File: config.mk
export PLATFORM = sky130hd
export DESIGN_NAME = riscv_dtm_sync_core_flat
export DESIGN_NICKNAME = d
export VERILOG_FILES = /design/src/rtl/riscv_dtm_sync_core_pkg.sv /design/src/rtl/riscv_dtm_sync_core_if.sv /design/src/rtl/riscv_dtm_timeout_cnt.sv /design/src/rtl/riscv_dtm_sync_core.sv /design/src/flat_wrapper.sv
export SDC_FILE = /design/constraint.sdc
export NUM_CORES = 1
export LEC_CHECK = 0
export ABC_AREA = 0
export ABC_CLOCK_PERIOD_IN_PS = 4019
export CAP_MARGIN = 40
export CORE_ASPECT_RATIO = 0.5
export CORE_MARGIN = 4
export CORE_UTILIZATION = 40
export DETAILED_ROUTE_END_ITERATION = 10
export PLACE_DENSITY = 0.62
export REMOVE_ABC_BUFFERS = 1
export SYNTH_ARGS = -nofsm -noshare
export SYNTH_HDL_FRONTEND = slang
export SYNTH_SLANG_ARGS = --single-unit
export TNS_END_PERCENT = 10
File: constraint.sdc
create_clock -name tck_i -period 4.02 [get_ports tck_i]
set_input_delay 0.804 -clock tck_i [delete_from_list [all_inputs] [get_ports tck_i]]
set_output_delay 0.804 -clock tck_i [all_outputs]
set_load 0.02 [all_outputs]
File: src/rtl/riscv_dtm_sync_core_pkg.sv
// Shared DMI/DTMCS types for the RISC-V debug transport module.
package riscv_dm_pkg;

   localparam int unsigned DTMCS_WIDTH = 32;

   // Request ops and response status share the 2-bit field; status names alias the op values.
   typedef enum logic [1:0] {
      DMI_NOP   = 2'd0,
      DMI_READ  = 2'd1,
      DMI_WRITE = 2'd2,
      DMI_BUSY  = 2'd3
   } dmi_op_e;

   localparam dmi_op_e DMI_SUCCESS = DMI_NOP;
   localparam dmi_op_e DMI_FAILED  = DMI_WRITE;

   typedef enum logic [1:0] {
      ST_IDLE,
      ST_REQ,
      ST_WAIT,
      ST_DRAIN
   } dtm_state_e;

   typedef struct packed {
      logic [13:0] zero1;
      logic        dtmhardreset;
      logic        dmireset;
      logic        zero0;
      logic [2:0]  idle;
      logic [1:0]  dmistat;
      logic [5:0]  abits;
      logic [3:0]  version;
   } dtmcs_t;

   function automatic dtmcs_t dtmcs_fields(input logic [3:0] version,
                                           input logic [5:0] abits,
                                           input logic [1:0] dmistat,
                                           input logic [2:0] idle);
      dtmcs_t d;
      d         = '0;
      d.version = version;
      d.abits   = abits;
      d.dmistat = dmistat;
      d.idle    = idle;
      return d;
   endfunction

endpackage

File: src/rtl/riscv_dtm_sync_core_if.sv
// DMI request/response channel between the DTM (master) and the debug module (slave).
interface riscv_dtm_sync_core_if #(
   parameter int unsigned ABITS = 7
);
   logic             req_valid_o;
   logic             req_ready_i;
   logic [ABITS-1:0] req_addr_o;
   logic [31:0]      req_data_o;
   logic [1:0]       req_op_o;
   logic             resp_valid_i;
   logic             resp_ready_o;
   logic [31:0]      resp_data_i;
   logic [1:0]       resp_op_i;

   modport master (
      output req_valid_o, req_addr_o, req_data_o, req_op_o, resp_ready_o,
      input  req_ready_i, resp_valid_i, resp_data_i, resp_op_i
   );

   modport slave (
      input  req_valid_o, req_addr_o, req_data_o, req_op_o, resp_ready_o,
      output req_ready_i, resp_valid_i, resp_data_i, resp_op_i
   );
endinterface

File: src/rtl/riscv_dtm_timeout_cnt.sv
// Response watchdog: counts while enabled, pulses expire_c on the last allowed cycle.
module riscv_dtm_timeout_cnt #(
   parameter int unsigned TIMEOUT_CYCLES = 1024
) (
   input  logic tck_i,
   input  logic trst_ni,
   input  logic en,
   input  logic clr,
   output logic expire_c
);

   localparam int unsigned CW = (TIMEOUT_CYCLES == 0) ? 1 : $clog2(TIMEOUT_CYCLES + 1);
   localparam logic [CW-1:0] CNT_MAX  = CW'(TIMEOUT_CYCLES);
   localparam logic [CW-1:0] CNT_LAST = CW'((TIMEOUT_CYCLES == 0) ? 0 : TIMEOUT_CYCLES - 1);

   logic [CW-1:0] cnt_q;

   // Saturating counter, held at zero whenever the watchdog is idle.
   always_ff @(posedge tck_i) begin
      if (!trst_ni) begin
         cnt_q <= '0;
      end else if (clr || !en) begin
         cnt_q <= '0;
      end else if (cnt_q != CNT_MAX) begin
         cnt_q <= cnt_q + CW'(1);
      end
   end

   // A zero timeout disables expiry entirely.
   assign expire_c = (TIMEOUT_CYCLES != 0) && en && (cnt_q == CNT_LAST);

endmodule

File: src/rtl/riscv_dtm_sync_core.sv
// TAP-agnostic RISC-V DTM core: DMI/DTMCS DR registers, sticky status and DMI handshake.
module riscv_dtm_sync_core
   import riscv_dm_pkg::*;
#(
   parameter int unsigned ABITS          = 7,
   parameter int unsigned IDLE_CYCLES    = 1,
   parameter int unsigned TIMEOUT_CYCLES = 1024,
   parameter int unsigned VERSION        = 1
) (
   input  logic tck_i,
   input  logic trst_ni,
   input  logic tdi_i,
   input  logic capture_dr_i,
   input  logic shift_dr_i,
   input  logic update_dr_i,
   input  logic dmi_select_i,
   input  logic dtmcs_select_i,
   output logic dmi_tdo_o,
   output logic dtmcs_tdo_o,
   riscv_dtm_sync_core_if.master dmi
);

   localparam int unsigned DMI_WIDTH = ABITS + 34;

   typedef struct packed {
      logic [ABITS-1:0] addr;
      logic [31:0]      data;
      logic [1:0]       op;
   } dmi_t;

   dtm_state_e       state_q, state_d;
   dmi_t             dmi_sr_q, dmi_sr_d;
   dtmcs_t           dtmcs_sr_q, dtmcs_sr_d;
   logic [ABITS-1:0] addr_q, addr_d;
   logic [31:0]      wdata_q, wdata_d;
   logic [1:0]       op_q, op_d;
   logic [31:0]      rdata_q, rdata_d;
   logic [1:0]       sticky_q, sticky_d;
   logic             req_valid_q, resp_ready_q;

   logic dmi_capture, dmi_shift, dmi_update;
   logic dtmcs_capture, dtmcs_shift, dtmcs_update;
   logic hardreset, dmireset, busy, sticky_clear, req_start, resp_fire;
   logic tmr_en, tmr_clr, expire_c;

   assign dmi_capture   = dmi_select_i & capture_dr_i;
   assign dmi_shift     = dmi_select_i & shift_dr_i;
   assign dmi_update    = dmi_select_i & update_dr_i;
   assign dtmcs_capture = dtmcs_select_i & capture_dr_i;
   assign dtmcs_shift   = dtmcs_select_i & shift_dr_i;
   assign dtmcs_update  = dtmcs_select_i & update_dr_i;

   assign hardreset    = dtmcs_update & dtmcs_sr_q.dtmhardreset;
   assign dmireset     = dtmcs_update & dtmcs_sr_q.dmireset;
   assign busy         = (state_q != ST_IDLE);
   assign sticky_clear = (sticky_q == 2'(DMI_SUCCESS));
   assign req_start    = dmi_update && sticky_clear && !busy &&
                         ((dmi_sr_q.op == 2'(DMI_READ)) || (dmi_sr_q.op == 2'(DMI_WRITE)));
   assign resp_fire    = (state_q == ST_WAIT) && dmi.resp_valid_i;
   assign tmr_en       = (state_q == ST_WAIT);

   riscv_dtm_timeout_cnt #(
      .TIMEOUT_CYCLES(TIMEOUT_CYCLES)
   ) u_timeout (
      .tck_i   (tck_i),
      .trst_ni (trst_ni),
      .en      (tmr_en),
      .clr     (tmr_clr),
      .expire_c(expire_c)
   );

   always_ff @(posedge tck_i) begin
      if (!trst_ni) begin
         state_q <= ST_IDLE;
      end else begin
         state_q <= state_d;
      end
   end

   // Handshake sequencing; a hard reset abandons whatever is in flight.
   always_comb begin
      state_d = state_q;
      tmr_clr = 1'b0;
      case (state_q)
         ST_IDLE:  if (req_start) state_d = ST_REQ;
         ST_REQ: begin
            if (dmi.req_ready_i) begin
               state_d = ST_WAIT;
               tmr_clr = 1'b1;
            end
         end
         ST_WAIT: begin
            if (dmi.resp_valid_i) begin
               state_d = ST_IDLE;
            end else if (expire_c) begin
               state_d = ST_DRAIN;
            end
         end
         ST_DRAIN: if (dmi.resp_valid_i) state_d = ST_IDLE;
         default:  state_d = ST_IDLE;
      endcase
      if (hardreset) state_d = ST_IDLE;
   end

   // DR registers, latched request and sticky status; later assignments take priority.
   always_comb begin
      dmi_sr_d   = dmi_sr_q;
      dtmcs_sr_d = dtmcs_sr_q;
      addr_d     = addr_q;
      wdata_d    = wdata_q;
      op_d       = op_q;
      rdata_d    = rdata_q;
      sticky_d   = sticky_q;

      if (dmi_shift) begin
         dmi_sr_d = dmi_t'({tdi_i, dmi_sr_q[DMI_WIDTH-1:1]});
      end else if (dmi_capture) begin
         dmi_sr_d.addr = addr_q;
         dmi_sr_d.data = rdata_q;
         dmi_sr_d.op   = busy ? 2'(DMI_BUSY) : sticky_q;
      end

      if (req_start) begin
         addr_d  = dmi_sr_q.addr;
         wdata_d = dmi_sr_q.data;
         op_d    = dmi_sr_q.op;
      end

      if (dtmcs_shift) begin
         dtmcs_sr_d = dtmcs_t'({tdi_i, dtmcs_sr_q[DTMCS_WIDTH-1:1]});
      end else if (dtmcs_capture) begin
         dtmcs_sr_d = dtmcs_fields(4'(VERSION), 6'(ABITS), sticky_q, 3'(IDLE_CYCLES));
      end

      if (resp_fire) begin
         if (!hardreset) rdata_d = dmi.resp_data_i;
         if ((dmi.resp_op_i != 2'(DMI_SUCCESS)) && sticky_clear) sticky_d = dmi.resp_op_i;
      end else if ((state_q == ST_WAIT) && expire_c) begin
         sticky_d = 2'(DMI_FAILED);
      end

      // Touching the DMI register while a transfer is outstanding is a busy error.
      if (busy && (dmi_capture || (dmi_update && sticky_clear))) sticky_d = 2'(DMI_BUSY);
      if (dmireset || hardreset) sticky_d = 2'(DMI_SUCCESS);
   end

   always_ff @(posedge tck_i) begin
      if (!trst_ni) begin
         dmi_sr_q     <= '0;
         dtmcs_sr_q   <= '0;
         addr_q       <= '0;
         wdata_q      <= '0;
         op_q         <= '0;
         rdata_q      <= '0;
         sticky_q     <= '0;
         req_valid_q  <= 1'b0;
         resp_ready_q <= 1'b0;
      end else begin
         dmi_sr_q     <= dmi_sr_d;
         dtmcs_sr_q   <= dtmcs_sr_d;
         addr_q       <= addr_d;
         wdata_q      <= wdata_d;
         op_q         <= op_d;
         rdata_q      <= rdata_d;
         sticky_q     <= sticky_d;
         req_valid_q  <= (state_d == ST_REQ);
         resp_ready_q <= (state_d == ST_WAIT) || (state_d == ST_DRAIN);
      end
   end

   assign dmi_tdo_o        = dmi_sr_q[0];
   assign dtmcs_tdo_o      = dtmcs_sr_q[0];
   assign dmi.req_valid_o  = req_valid_q;
   assign dmi.req_addr_o   = addr_q;
   assign dmi.req_data_o   = wdata_q;
   assign dmi.req_op_o     = op_q;
   assign dmi.resp_ready_o = resp_ready_q;

endmodule

File: src/flat_wrapper.sv
// flat-port wrapper written by rule: the top's interface ports become plain ports
module riscv_dtm_sync_core_flat import riscv_dm_pkg::*;
#(
   parameter int unsigned ABITS          = 7,
   parameter int unsigned IDLE_CYCLES    = 1,
   parameter int unsigned TIMEOUT_CYCLES = 1024,
   parameter int unsigned VERSION        = 1
)
  (tck_i, trst_ni, tdi_i, capture_dr_i, shift_dr_i, update_dr_i, dmi_select_i, dtmcs_select_i, dmi_tdo_o, dtmcs_tdo_o, dmi_req_valid_o, dmi_req_addr_o, dmi_req_data_o, dmi_req_op_o, dmi_resp_ready_o, dmi_req_ready_i, dmi_resp_valid_i, dmi_resp_data_i, dmi_resp_op_i);
  riscv_dtm_sync_core_if #(.ABITS(ABITS)) dmi_i ();
  input  logic tck_i;
  input  logic trst_ni;
  input  logic tdi_i;
  input  logic capture_dr_i;
  input  logic shift_dr_i;
  input  logic update_dr_i;
  input  logic dmi_select_i;
  input  logic dtmcs_select_i;
  output logic dmi_tdo_o;
  output logic dtmcs_tdo_o;
  output wire logic [$bits(dmi_i.req_valid_o)-1:0] dmi_req_valid_o;
  output wire logic [$bits(dmi_i.req_addr_o)-1:0] dmi_req_addr_o;
  output wire logic [$bits(dmi_i.req_data_o)-1:0] dmi_req_data_o;
  output wire logic [$bits(dmi_i.req_op_o)-1:0] dmi_req_op_o;
  output wire logic [$bits(dmi_i.resp_ready_o)-1:0] dmi_resp_ready_o;
  input wire logic [$bits(dmi_i.req_ready_i)-1:0] dmi_req_ready_i;
  input wire logic [$bits(dmi_i.resp_valid_i)-1:0] dmi_resp_valid_i;
  input wire logic [$bits(dmi_i.resp_data_i)-1:0] dmi_resp_data_i;
  input wire logic [$bits(dmi_i.resp_op_i)-1:0] dmi_resp_op_i;
  assign dmi_req_valid_o = dmi_i.req_valid_o;
  assign dmi_req_addr_o = dmi_i.req_addr_o;
  assign dmi_req_data_o = dmi_i.req_data_o;
  assign dmi_req_op_o = dmi_i.req_op_o;
  assign dmi_resp_ready_o = dmi_i.resp_ready_o;
  assign dmi_i.req_ready_i = dmi_req_ready_i;
  assign dmi_i.resp_valid_i = dmi_resp_valid_i;
  assign dmi_i.resp_data_i = dmi_resp_data_i;
  assign dmi_i.resp_op_i = dmi_resp_op_i;
  riscv_dtm_sync_core #(.ABITS(ABITS), .IDLE_CYCLES(IDLE_CYCLES), .TIMEOUT_CYCLES(TIMEOUT_CYCLES), .VERSION(VERSION)) u_core (.tck_i(tck_i), .trst_ni(trst_ni), .tdi_i(tdi_i), .capture_dr_i(capture_dr_i), .shift_dr_i(shift_dr_i), .update_dr_i(update_dr_i), .dmi_select_i(dmi_select_i), .dtmcs_select_i(dtmcs_select_i), .dmi_tdo_o(dmi_tdo_o), .dtmcs_tdo_o(dtmcs_tdo_o), .dmi(dmi_i));
endmodule
Word-level counts from Yosys, hierarchy flattened
Index checks and enable logic that the tools add are counted.
{"block": "totals", "ff_bits": 163, "input_bits": 44, "elab_cells": 86, "out_inout_bits": 45}
{"block": "classes", "n_eq_ne": 11, "n_mux": 18, "n_reduce_logical": 26, "bitwise_logic": 10, "addsub": 1}
{"operator": "two-way mux 41 bit", "count": 2}
{"operator": "two-way mux 32 bit", "count": 2}
{"operator": "two-way mux 2 bit", "count": 11}
{"operator": "adder 11 x 1 -> 11 bit, second input constant", "count": 1}
{"operator": "== test 11 x 10 -> 1 bit, second input constant", "count": 1}
{"operator": "inequality test 11 bit, second input constant", "count": 1}
{"operator": "== test 2 bit, second input constant", "count": 5}
{"operator": "bitwise AND 1 bit", "count": 8}
{"operator": "logical AND 1 bit", "count": 8}
{"operator": "case mux 2 bit (4 select lines)", "count": 1}
{"operator": "nonzero test 2 bit", "count": 4}
{"operator": "== test 2 x 1 -> 1 bit, second input constant", "count": 3}
{"operator": "logical OR 1 bit", "count": 5}
{"operator": "zero test 2 bit", "count": 2}
{"operator": "AND reduction 2 bit", "count": 2}
{"operator": "OR reduction 2 bit", "count": 2}
{"operator": "inequality test 3 bit, second input constant", "count": 1}
{"operator": "nonzero test 3 bit", "count": 1}
{"operator": "zero test 1 bit", "count": 2}
{"operator": "two-way mux 1 bit", "count": 2}
{"operator": "inverter 1 bit", "count": 2}

Logic depth before layout (Yosys ltp)
Gate-level depths: netlist (run 1).
{"block": "logic_depth", "ltp_word": 9, "ltp_mapped": 7, "mapped_depth_nobuf": 6}

Cells and area by module
From an unflattened synthesis (run 1), not the netlist that was laid out.
{"block": "hier_totals", "hier_cells": 777, "hier_area_um2": 7031.7}
{"module": "riscv_dtm_sync_core", "n_inst": 1, "area_per_inst_um2": 6465.0, "cells_each": 711, "seq_area_each_um2": 3042.9}
{"module": "riscv_dtm_timeout_cnt", "n_inst": 1, "area_per_inst_um2": 566.8, "cells_each": 66, "seq_area_each_um2": 220.2}

Worst setup path before layout (run 1)
Ideal clock, no wire load.
{"block": "synth_path", "kind": "input port to flip-flop", "start": "in dmi_resp_valid_i", "end": "reg u_core.sticky_q[1]", "path_buffers": 0, "setup_ns": 0.132, "required_time_ns": 3.888, "path_stages": 4, "slack_ns": 1.930, "t_arrival_ns": 1.958, "cell_sequence": "or4b_1 > or4_4 > a211oi_1 > a311oi_1"}
{"block": "synth_between", "elab_chain_len": 3, "word_cells_on_any_way": 6, "classes_between": "eq/ne (1); mux (2); reduce/logical (3)"}
{"item": "from (decl)", "line_no": "flat_wrapper.sv:27", "rtl": "input wire logic [$bits(dmi_i.resp_valid_i)-1:0] dmi_resp_valid_i;"}
{"item": "logical AND 1 bit *", "line_no": "riscv_dtm_sync_core.sv:59", "rtl": "assign resp_fire = (state_q == ST_WAIT) && dmi.resp_valid_i;"}
{"item": "inequality test 3 bit (no line), or another cell as far along"}
{"item": "AND reduction 2 bit (no line) or two-way mux 2 bit (tied branches)"}
{"item": "to (signal assigned)", "line_no": "riscv_dtm_sync_core.sv:165", "rtl": "sticky_q <= sticky_d;"}
{"item": "to (decl)", "line_no": "riscv_dtm_sync_core.sv:38", "rtl": "logic [1:0] sticky_q, sticky_d;"}
Every way passes the cells marked *; elsewhere a longest branch is shown, timed or not.
A chain may end at the register's enable or synchronous reset.

Worst setup path in the final report (run 1)
{"block": "layout_path", "start": "in update_dr_i", "end": "reg u_core.op_q[0], in the netlist u_core.dmi.req_op_o[0]"}
{"block": "layout_between", "elab_chain_len": 4}
{"item": "from (decl)", "line_no": "flat_wrapper.sv:16", "rtl": "input logic update_dr_i;"}
{"item": "bitwise AND 1 bit", "line_no": "riscv_dtm_sync_core.sv:48", "rtl": "assign dmi_update = dmi_select_i & update_dr_i;"}
{"item": "logical AND 1 bit (3 in series)", "line_no": "riscv_dtm_sync_core.sv:57", "rtl": "assign req_start = dmi_update && sticky_clear && !busy &&"}
{"item": "to (signal assigned)", "line_no": "riscv_dtm_sync_core.sv:163", "rtl": "op_q <= op_d;"}
{"item": "to (decl)", "line_no": "riscv_dtm_sync_core.sv:36", "rtl": "logic [1:0] op_q, op_d;"}
Every way passes these cells.

==> impl_metrics.ini, run 1 <==
[global_route]
grt_util_all_layers_pct = 15.8
grt_first_pass_wirelength_microns = 24100
first_global_vias = 5008
grt_remaining_overflow = 0
initial_antenna_violation_count = 0
largest_net_degree_at_the_start_of_global_routing = 81

[setup_path]
crit_buf_inv = 2
critical_path.slowest_cell = sky130_fd_sc_hd__clkdlybuf4s50_1
critical-path-top-delay-family = buffers and inverters
cp_data_arrival_time_ns = 2.70
r2r_setup_slack_ns = 2.15
worst_r2r_path_depth = 5
critical_path.max_stage_delay_ns = 0.50
timing.critical_path.to_type = register
reg2reg_to = u_core.sticky_q[1]
worstReg2RegStart = u_core.u_timeout.cnt_q[0]
critical_path.max_fanout = 42
worstSetupStartpointType = input pin
critical_path_required_ns = 4.37
criticalPathCategory = in2reg
crit_path_cell_trace = clkdlybuf4s50_1, nor3b_1, and4_2, buf_4, o21ai_0, a21oi_1

[clock_network]
clock_tree.htree_level_count = 4
cts.sink_count = 162
cts_root_buf = sky130_fd_sc_hd__clkbuf_16
setup_fix_bufs_post_cts = 0
holdBufCountCts = 0
clkSlewWorstSetupHoldPaths_ns = 0.06
cts_repair_resize_count = 0
cts_tree = built
cts-buffers-inserted = 17
clk_path_buf_depth = 2
clock_latency_late_sink_ns = 0.42

[drt]
met3_wirelength_microns = 597
routed-via-count = 5171
met2WireLength_microns = 6560
detail_route.wirelength.met1_microns = 7000
detail-route-antenna-nets = 0
post_drt_via_cell_ratio = 4.94
detail_route.first_pass.iterations = 5
route.final.wire_length_microns = 14300
detail_route.iter0.violations = 244
average_wire_length_per_cell_after_detail_routing_microns = 13.7
drc_errors = 0
top_signal_layer_used = met4

[final_layout]
finalNetCount = 858
stdcell_count = 1046
layout_commonest_cell = sky130_fd_sc_hd__nand2_1
area_delta_synth_final_pct = 24.5
fraction_of_final_layout_cells_sized_beyond_drive_strength_1_pct = 6.18
most-common-layout-cells = sky130_fd_sc_hd__nand2_1, sky130_fd_sc_hd__dfxtp_1, sky130_fd_sc_hd__clkdlybuf4s50_1, sky130_fd_sc_hd__a21boi_0, sky130_fd_sc_hd__nand3_1
ant_diodes = 0

[placed_design]
placement.setup.worst_slack_ns = 1.22
placement.io_buffers = 88
detailed_place_hpwl_microns = 8680
finalWeightedCongestion = 0.752
dp_cells = 1014

[pwr]
ir_drop_uv = 345
power_density_nw_per_um2 = 434
total_power_uw = 3510
power.static_leakage_uw = 0.00308

[timing]
fmax_mhz = 425
layout_setup_ws_ns = 1.67
final.setup.tns_ns = 0
report.final.slew_viol_count = 0
timing.max_slew.rel_slack_pct = 41.2
layout_min_cycle_time_ns = 2.35
setup_viol = 0
timing_worst_slew_pin_value_ns = 0.882
grt_setup_unrepaired = false
report.final.hold_viol_count = 0
worst_clock_skew_ns = 0.00866
post-route-period-util_pct = 58.5
worst_hold_slack_ns = 0.463

[min_path]
worst_min_delay_path_category = reg2reg
hold_path_end = u_core.dmi.req_data_o[28]
holdPathStages = 2
holdCritStartpoint = u_core.dmi.req_data_o[28]

[die]
ios = 89
fp.dieW_microns = 188
chipHeight_microns = 98.1
fp.dieArea_sq_um = 18500
num_rows = 32
initial_core_util_pct = 41.5
core_sq_um = 15700

[logic_synthesis]
syn-cell-area_sq_um = 6490
ys_types = 43
syn_area_per_cell_sq_um = 8.61
ys_warn_count = 0
postSynthCellCount = 754
async_reset_ff_share_pct = 0
synth_seq_cells = 162
synth_edf_count = 0
dominantRegCellSynth = sky130_fd_sc_hd__dfxtp_1
synth_seq_area_share_pct = 49.9

[status]
run_status = complete, no violations

[flow_run]
timing.max_cap.violations = 0
==> worst min-delay path: cells and delay by family (launching register included) <==
family	cells	cell delay [ns]
flops	1	0.31
compound gates	1	0.06
simple gates	1	0.04
==> layout make-up <==
class,count,area [sq um]
Fill cell,1510,7570
Sequential cell,162,3240
Multi-Input combinational cell,530,3010
Timing Repair Buffer,97,958
Clock buffer,20,447
Tap cell,221,277
Clock inverter,12,131
Inverter,4,15.0
==> synth_stat cells (all sizes together), types with 4 or more instances <==
master / count / area [sq um]
nand3: 47 / 235
o221a: 6 / 67.6
a21oi: 7 / 35.0
inv: 4 / 15.0
xor2: 6 / 52.6
o21ai: 6 / 30.0
a21boi: 74 / 556
nor2b: 27 / 169
nand4: 4 / 25.0
a22oi: 25 / 188
o211a: 39 / 390
nor2: 16 / 60.1
dfxtp: 162 / 3240
nand2b: 5 / 31.3
nand2: 233 / 875
clkbuf: 52 / 195
buf: 6 / 31.3
==> state kept, by name (all words and copies together) (netlist names), 2 cells and up <==
register / count
u_core.dmi.req_op_o: 2
u_core.dtmcs_sr_q: 31
u_core.rdata_q: 32
u_core.sticky_q: 2
u_core.u_timeout.cnt_q: 11
u_core.dmi.req_data_o: 32
u_core.dmi.req_addr_o: 7
u_core.dmi_sr_q: 40
==> power breakdown <==
part	switching (uW)	leakage, uW	internal (uW)	total (uW)
clock	657	0.000273	932	1590
sequential	31.4	0.00131	1650	1680
combinational	124	0.00149	114	238
total	812	0.00308	2690	3510
==> cells by family after synthesis <==
kind of cell | count (synthesis) | synth area share (%)
AND/OR/NAND/NOR | 347 | 23.3
AO/OA/AOI/OAI | 170 | 21.2
flip-flops | 162 | 49.9
buffers and inverters | 62 | 3.72
XOR/XNOR | 8 | 1.08
multiplexers | 3 | 0.462
adder cells (fa/ha/maj) | 2 | 0.385
==> worst max-delay path by stage <==
stage,start,to,slack [ns],cells after the start
global route,update_dr_i,u_core.dmi.req_op_o[0],1.40,6
global placement,update_dr_i,u_core.dmi.req_data_o[1],1.29,6
finish,update_dr_i,u_core.dmi.req_op_o[0],1.67,6
floorplan,shift_dr_i,u_core.dmi_sr_q[1],1.42,3
detailed placement,update_dr_i,u_core.dmi.req_data_o[1],1.22,6
CTS,update_dr_i,u_core.dmi.req_data_o[1],1.63,6
==> routing by layer <==
metal,GRT usage (%),vias up
met2,25.9,73
li1,-,2690
met4,5.24,0
met3,3.68,8
met5,0,-
met1,20.6,2400
==> per-stage QoR <==
step	util, %	area, sq um
after floorplan	-	6270
after global placement	48.0	7510
after detailed placement	48.0	7510
after CTS	51.6	8090
after global routing	51.6	8090
final	51.6	8090
No activity file was read; power rests on OpenSTA's default activity.
==> run 2: changes to the inputs <==
--- a/config.mk
+++ b/config.mk
@@ -6,7 +6,7 @@
 export NUM_CORES = 1
 export LEC_CHECK = 0
 export ABC_AREA = 0
-export ABC_CLOCK_PERIOD_IN_PS = 4019
+export ABC_CLOCK_PERIOD_IN_PS = 2300
 export CAP_MARGIN = 40
 export CORE_ASPECT_RATIO = 0.5
 export CORE_MARGIN = 4
==> constraint.sdc (replaced) <==
create_clock -name tck_i -period 2.3 [get_ports tck_i]
set_input_delay 0.46 -clock tck_i [delete_from_list [all_inputs] [get_ports tck_i]]
set_output_delay 0.46 -clock tck_i [all_outputs]
set_load 0.02 [all_outputs]
==> run 2 against run 1 <==
Compared with the run above:
- utilization is 0.95 points higher
- clock power is 82% higher
- die area stayed put
- clock-buffer cell count stayed put
- first-iteration DRC count is 20% higher
- sequential share of layout area is 0.73 points lower
- power is 79% higher
- global-route usage is 0.28 points higher
- largest power group unchanged
- hold slack worse by 0.0023 ns
- final area is 1.8% higher
- sequential cell count stayed put
- worst setup slack worse by 1.4 ns
- critical path type is now reg2out
==> impl_metrics.ini, run 2 (synthesized netlist as in run 1, its figures left out) <==
[status]
run_status = complete, no violations

[placed_design]
detailed_place_hpwl_microns = 9010
placement.io_buffers = 88
placement.setup.worst_slack_ns = 0.0403
finalWeightedCongestion = 0.731

[timing]
final.setup.tns_ns = 0
worst_clock_skew_ns = 0.0111
timing_worst_slew_pin_value_ns = 0.455
grt_setup_unrepaired = false
layout_min_cycle_time_ns = 1.99
layout_setup_ws_ns = 0.314
fmax_mhz = 504
report.final.slew_viol_count = 0
post-route-period-util_pct = 86.3
setup_viol = 0
timing.max_slew.rel_slack_pct = 69.2
report.final.hold_viol_count = 0

[final_layout]
max_reg_flops = 40
ant_diodes = 0
layout_commonest_cell = sky130_fd_sc_hd__nand2_1
most-common-layout-cells = sky130_fd_sc_hd__nand2_1, sky130_fd_sc_hd__dfxtp_1, sky130_fd_sc_hd__clkdlybuf4s50_1, sky130_fd_sc_hd__a21boi_0, sky130_fd_sc_hd__nand3_1
area_delta_synth_final_pct = 26.8
utilization_pct = 52.6
max_flop_register = u_core.dmi_sr_q
finalNetCount = 863
fraction_of_final_layout_cells_sized_beyond_drive_strength_1_pct = 6.87

[global_route]
initial_antenna_violation_count = 0
largest_net_degree_at_the_start_of_global_routing = 111
grt_first_pass_wirelength_microns = 24700
grt_util_all_layers_pct = 16.0
grt_remaining_overflow = 0
first_global_vias = 5016

[setup_path]
crit_path_cell_trace = clkdlybuf4s50_1
crit_buf_inv = 1
critical_path.max_fanout = 9
timing.critical_path.to_type = output port
criticalPathCategory = reg2out
critical_path.slowest_cell = sky130_fd_sc_hd__clkdlybuf4s50_1
cp_data_arrival_time_ns = 1.53
critical_path_required_ns = 1.84
critical-path-top-delay-family = buffers and inverters
worstSetupStartpointType = register
critical_path.max_stage_delay_ns = 0.66

[pwr]
ir_drop_uv = 528
power_density_nw_per_um2 = 761
power.static_leakage_uw = 0.00315

[die]
num_rows = 32
initial_core_util_pct = 41.5
fp.dieW_microns = 188
ios = 89
fp.dieArea_sq_um = 18500
core_sq_um = 15700
chipHeight_microns = 98.1

[clock_network]
cts_tree = built
cts_root_buf = sky130_fd_sc_hd__clkbuf_16
clkSlewWorstSetupHoldPaths_ns = 0.06
cts.sink_count = 162
setup_fix_bufs_post_cts = 0
cts_repair_resize_count = 0
clk_path_buf_depth = 2
clock_tree.htree_level_count = 4
clock_latency_late_sink_ns = 0.42
cts-buffers-inserted = 17
holdBufCountCts = 0

[drt]
route.final.wire_length_microns = 14800
average_wire_length_per_cell_after_detail_routing_microns = 14.1
detail_route.iter0.violations = 292
drc_errors = 0
routed-via-count = 5279
detail_route.first_pass.iterations = 5
detail-route-antenna-nets = 0
post_drt_via_cell_ratio = 5.02

[min_path]
worst_min_delay_path_category = reg2reg

[flow_run]
timing.max_cap.violations = 0
-- run 2: cell count changes in the layout (fill, tap and decap cells not counted), sizes merged --
| cell | previous run | this run |
|---|---|---|
| buf | 10 | 15 |
| clkinv | 4 | 0 |
| inv | 6 | 10 |
-- run 2: layer usage --
layer | up-vias | track usage, % | wire length (microns)
li1 | 2700 | - | -
met1 | 2474 | 21.9 | 7400
met2 | 88 | 25.2 | 6660
met3 | 17 | 4.32 | 609
met4 | 0 | 4.45 | 174
met5 | - | 0 | 0
-- run 2: final cells by class --
type	count	area, sq um
clock inverter	12	145
sequential	162	3240
clock buffer	20	457
fill	1441	7420
inverter	4	15.0
multi-input combinational	530	3010
tap	221	277
timing repair buffer	102	1080
-- run 2: stage by stage --
step	area, sq um	cells	hold slack, ns	power, uW
6_report	8230	1051	0.461	6270
5_1_grt	8230	1051	0.480	6530
4_1_cts	8230	1051	0.466	6350
3_5_place_dp	7630	1019	0.457	3450
3_3_place_gp	7630	1019	0.452	3440
2_1_floorplan	6270	696	0.444	3200
-- run 2: report_power, final --
| part | switching, uW | leakage [uW] | internal [uW] |
|---|---|---|---|
| combinational | 230 | 0.00155 | 219 |
| sequential | 55.1 | 0.00131 | 2880 |
| clock | 1200 | 0.000283 | 1680 |
| total | 1490 | 0.00315 | 4780 |
-- run 2: path summary, 6_finish.rpt --
kind | slack [ns] | start | endpoint | cells past startpoint
max reg2reg | 0.43 | u_core.u_timeout.cnt_q[0] | u_core.sticky_q[1] | 5
max | 0.31 | u_core.dmi.resp_ready_o | dmi_resp_ready_o | 1
min | 0.46 | u_core.dmi.req_data_o[28] | u_core.dmi.req_data_o[28] | 2
min reg2reg | 0.46 | u_core.dmi.req_data_o[28] | u_core.dmi.req_data_o[28] | 2
